--- src/rtl/signed_sat_narrow_pipe.sv ---
// Two-stage signed narrowing pipe: optional rounded arithmetic shift, then clip to OUT_W.
// Flags clipped samples and counts delivered clipped beats in a sticky counter.
module signed_sat_narrow_pipe #(
    parameter int IN_W     = 16,
    parameter int OUT_W    = 8,
    parameter int SHIFT    = 0,
    parameter int ROUND_EN = 0,
    parameter int CNT_W    = 16
) (
    input  logic             clk,
    input  logic             rst_n,
    input  logic             in_valid,
    output logic             in_ready,
    input  logic [IN_W-1:0]  in_data,
    output logic             out_valid,
    input  logic             out_ready,
    output logic [OUT_W-1:0] out_data,
    output logic             out_sat,
    input  logic             clr_count,
    output logic [CNT_W-1:0] sat_count
);

    localparam int RND_SH = (SHIFT > 0) ? SHIFT - 1 : 0;
    localparam logic signed [IN_W:0] RND =
        (ROUND_EN != 0 && SHIFT > 0) ? ({{IN_W{1'b0}}, 1'b1} << RND_SH) : '0;
    localparam logic signed [IN_W:0] SAT_MAX =
        {{(IN_W - OUT_W + 2){1'b0}}, {(OUT_W - 1){1'b1}}};
    localparam logic signed [IN_W:0] SAT_MIN =
        {{(IN_W - OUT_W + 2){1'b1}}, {(OUT_W - 1){1'b0}}};
    localparam logic [CNT_W-1:0] CNT_MAX = '1;

    logic                     en;
    logic                     accept;
    logic signed [IN_W:0]     wide;
    logic                     s1_valid_d, s1_valid_q;
    logic signed [IN_W:0]     s1_val_d, s1_val_q;
    logic                     out_valid_d, out_valid_q;
    logic [OUT_W-1:0]         out_data_d, out_data_q;
    logic                     out_sat_d, out_sat_q;
    logic [CNT_W-1:0]         cnt_d, cnt_q;

    // Both stages move together; an empty output register never blocks stage 1.
    always_comb begin
        en       = ~out_valid_q | out_ready;
        accept   = in_valid & en;
        // One guard bit so adding the rounding constant cannot wrap at +max.
        wide     = $signed({in_data[IN_W-1], in_data}) + RND;

        s1_valid_d = s1_valid_q;
        s1_val_d   = s1_val_q;
        if (en) begin
            s1_valid_d = accept;
            if (accept) begin
                s1_val_d = wide >>> SHIFT;
            end
        end
    end

    always_comb begin
        out_valid_d = out_valid_q;
        out_data_d  = out_data_q;
        out_sat_d   = out_sat_q;
        if (en) begin
            out_valid_d = s1_valid_q;
            if (s1_valid_q) begin
                if (s1_val_q > SAT_MAX) begin
                    out_data_d = {1'b0, {(OUT_W - 1){1'b1}}};
                    out_sat_d  = 1'b1;
                end else if (s1_val_q < SAT_MIN) begin
                    out_data_d = {1'b1, {(OUT_W - 1){1'b0}}};
                    out_sat_d  = 1'b1;
                end else begin
                    out_data_d = s1_val_q[OUT_W-1:0];
                    out_sat_d  = 1'b0;
                end
            end
        end
    end

    // Counted on the handshake, so a stalled clipped beat is counted once.
    always_comb begin
        cnt_d = cnt_q;
        if (clr_count) begin
            cnt_d = '0;
        end else if (out_valid_q && out_ready && out_sat_q && cnt_q != CNT_MAX) begin
            cnt_d = cnt_q + 1'b1;
        end
    end

    always_ff @(posedge clk or negedge rst_n) begin
        if (!rst_n) begin
            s1_valid_q  <= 1'b0;
            s1_val_q    <= '0;
            out_valid_q <= 1'b0;
            out_data_q  <= '0;
            out_sat_q   <= 1'b0;
            cnt_q       <= '0;
        end else begin
            s1_valid_q  <= s1_valid_d;
            s1_val_q    <= s1_val_d;
            out_valid_q <= out_valid_d;
            out_data_q  <= out_data_d;
            out_sat_q   <= out_sat_d;
            cnt_q       <= cnt_d;
        end
    end

    assign in_ready  = en;
    assign out_valid = out_valid_q;
    assign out_data  = out_data_q;
    assign out_sat   = out_sat_q;
    assign sat_count = cnt_q;

endmodule

--- config.mk ---
export PLATFORM = sky130hd
export DESIGN_NAME = signed_sat_narrow_pipe
export DESIGN_NICKNAME = d
export VERILOG_FILES = /design/src/rtl/signed_sat_narrow_pipe.sv
export SDC_FILE = /design/constraint.sdc
export NUM_CORES = 1
export LEC_CHECK = 0
export ABC_AREA = 1
export CAP_MARGIN = 25
export CORE_UTILIZATION = 54
export CTS_CLUSTER_SIZE = 10
export DETAILED_ROUTE_END_ITERATION = 10
export GPL_ROUTABILITY_DRIVEN = 1
export HOLD_SLACK_MARGIN = 0.02
export PLACE_DENSITY_LB_ADDON = 0.2
export SLEW_MARGIN = 20
export SYNTH_ARGS = -nofsm -noshare
export SYNTH_HDL_FRONTEND = slang
export SYNTH_SLANG_ARGS = --single-unit
--- constraint.sdc ---
create_clock -name clk -period 4.3 [get_ports clk]
set_input_delay 0.86 -clock clk [delete_from_list [all_inputs] [get_ports clk]]
set_output_delay 0.86 -clock clk [all_outputs]
set_load 0.01 [all_outputs]
==> results.yml <==
logic_synthesis:
  yosysMostFrequentCell: "nand2_1"
  yosys_warnings: 0
  netlist_top_cells_area: "dfrtp_1, nand2_1, nor2_1, nand4_1, inv_1"
  synth_top_area_share_pct: 50.0
  ys.flop_type: "dfrtp_1"
  ys_seq_area_share_pct: 50.0
  yosys.area.top_type: "dfrtp_1"
  synth_nets: 290
  synthesis.instances: 268
  avgSynthCellArea_sq_um: 8.03
  synth_common_cells: "nand2_1, dfrtp_1, nor2_1"
  synth_edf_count: 0
  async_reset_ff_share_pct: 100
  ys_ff_latch: 43
  netlist_area_sq_um: 2150
  yosys.cell_types.count: 26
global_route:
  grt.busiest_layer: "met2"
  antenna_found_initial: 0
  grt_max_degree: 44
  use_met3_pct: 3.65
  grt_pass1_vias: 1790
  grt.met1_usage_pct: 27.2
  grt_use_total_pct: 23.5
  grt_pass1_wl_mm: 7.71
  overflow: 0
  use_met2_pct: 42.8
routing:
  drt_wl_total_mm: 4.26
  drtIter0Drc: 83
  first_pass_iters: 4
  post_drt_wl_per_cell_um: 11.6
  ant_nets: 0
  drcViolationCount: 0
  via_count: 1848
  avgViaCountPerCell: 5.04
finish:
  fill_cells: 311
  final_nets: 340
  layout-drive-gt1-share_pct: 7.21
  final_util_pct: 73.8
  final_cells: 367
  diodes: 0
  syn_to_final_growth_pct: 28.5
  final_cell_area_sq_um: 2760
cts:
  ctsHoldBuffers: 0
  clk_path_buf_depth: 2
  cts_setup_buffers: 0
  cts_sinks: 43
  clkLatencyLatePin_ps: 290
  cts_resized: 0
  cts-root-buf: "clkbuf_8"
  tritoncts: "yes"
  h-tree-depth: 2
  clk_pin_slew_ps: 80
  cts_made_buffers: 5
die:
  die_x_um: 65.1
  die-height_um: 65.1
  core_sq_um: 3740
  std_cell_rows: 22
  io_pins: 48
  start_util_pct: 57.5
  dieArea_sq_um: 4240
job:
  drv_cap: 0
timing:
  max_freq_mhz: 344
  timing.final.max_slew_violations: 0
  rsz0062_at_grt: "false"
  finalSetupTns_ps: 0
  hold_viol: 0
  fin_crit_ps: 2900
  worst_pin_slew_ps: 810
  maxSlewHeadroom_pct: 45.9
  setup_viol: 0
  clock_skew_ps: 7.91
  finalCritPeriodShare_pct: 67.5
hold_path:
  min_path_type: "input pin to async pin"
place:
  dp.cells: 358
  hpwl_mm: 3.02
  numPortBuffers: 47
  placed_area_sq_um: 2640
  gp_congestion: 0.872
setup_path:
  reg2reg_depth: 9
  cp_data_arrival_time_ps: 2040
  crit_top_cell: "clkdlybuf4s50_1"
  worst_r2r_endpoint: "sat_count[15]"
  cp.required_ps: 3440
  r2r_start: "sat_count[0]"
  cp-end-kind: "output port"
  cp_slowest_cell: "clkdlybuf4s50_1"
  max_stage_delay_ps: 540
  cp-startpoint: "out_ready"
  r2r_slack_ps: 2380
  endpoint: "in_ready"
  path_class: "input pin to output port"
  startpoint_type: "input pin"
  crit_path_max_fanout: 4
  cp_cell_sequence: "clkdlybuf4s50_1 > nor2_1 > inv_1 > clkdlybuf4s50_1"
power_and_ir_drop:
  max-vdd-ir-drop_v: 0.000206
  leakage_nw: 1.30
  p_per_area_nw_per_um2: 355
outcome:
  outcome: "complete, no violations"
## state kept, by name (all words and copies together) (netlist names)
register    cells
s1_val_q       16
sat_count      16
out_data        8
out_sat         1
out_valid       1
s1_valid_q      1
## worst min-delay path by stage
stage	startpoint	endpoint	slack (ps)
floorplan	s1_valid_q	out_valid	430
global placement	s1_valid_q	out_valid	450
detailed placement	s1_valid_q	out_valid	450
CTS	s1_valid_q	out_valid	470
global route	rst_n	sat_count[5]	440
finish	rst_n	sat_count[4]	430
## metal layers
metal  vias to the layer above  share of wire, %
li1                        955                 -
met1                       843                43
met2                        38                51
met3                        12               2.8
met4                         0               2.6
met5                         -                 0
## critical path, delay by kind of cell
| kind | cells | cell delay [ps] |
|---|---|---|
| simple gates | 1 | 60 |
| buf+inv | 3 | 1120 |
## power by group
| group | switching [mW] | leakage (nW) | internal, mW | total, mW |
|---|---|---|---|---|
| Combinational | 0.108 | 0.711 | 0.107 | 0.215 |
| Clock | 0.129 | 0.0515 | 0.146 | 0.275 |
| Sequential | 0.0339 | 0.538 | 0.458 | 0.492 |
| Total | 0.271 | 1.30 | 0.711 | 0.982 |
## kinds of logic after synthesis
group	Yosys count	share of synthesized area (%)
and+or+nand+nor	163	33.3
DFF	43	50.0
buffers and inverters	30	5.87
AOI/OAI and AO/OA	20	5.06
muxes	6	3.14
xor gates and xnor gates	5	2.04
adders and majority gates	1	0.582
## metrics by stage
stage	total power, mW	setup WS [ps]	hold WS, ps
floorplan	0.606	2370	432
global placement	0.708	1410	452
detailed placement	0.713	1400	452
CTS	0.992	1390	472
global route	1.04	1310	443
finish	0.982	1400	428
## cell usage in the layout (no fill, tap or decap), types with 2 or more instances in the layout
cell type | synthesis | final
nand2_1 | 94 | 94
clkdlybuf4s50_1 | 0 | 46
dfrtp_1 | 43 | 43
nor2_1 | 32 | 32
inv_1 | 23 | 23
nand4_1 | 16 | 16
nand3_1 | 12 | 12
a21oi_1 | 11 | 11
clkbuf_8 | 0 | 7
mux2_2 | 6 | 6
xor2_1 | 5 | 5
o21ai_0 | 4 | 4
o21bai_1 | 3 | 3
or2_2 | 2 | 2
nor2_4 | 2 | 2
nand3b_1 | 2 | 2
## area by class of cell
| cell class | instances | area, sq um | share of cell area (%) |
|---|---|---|---|
| flip-flops and latches | 43 | 1080 | 38.9 |
| clock buffers | 8 | 100 | 3.62 |
| inverters | 25 | 93.8 | 3.40 |
| multi-input cells | 195 | 948 | 34.3 |
| well taps | 48 | 60.1 | 2.17 |
| repair buffers | 48 | 485 | 17.6 |
Power figures use the tool's default switching activity.
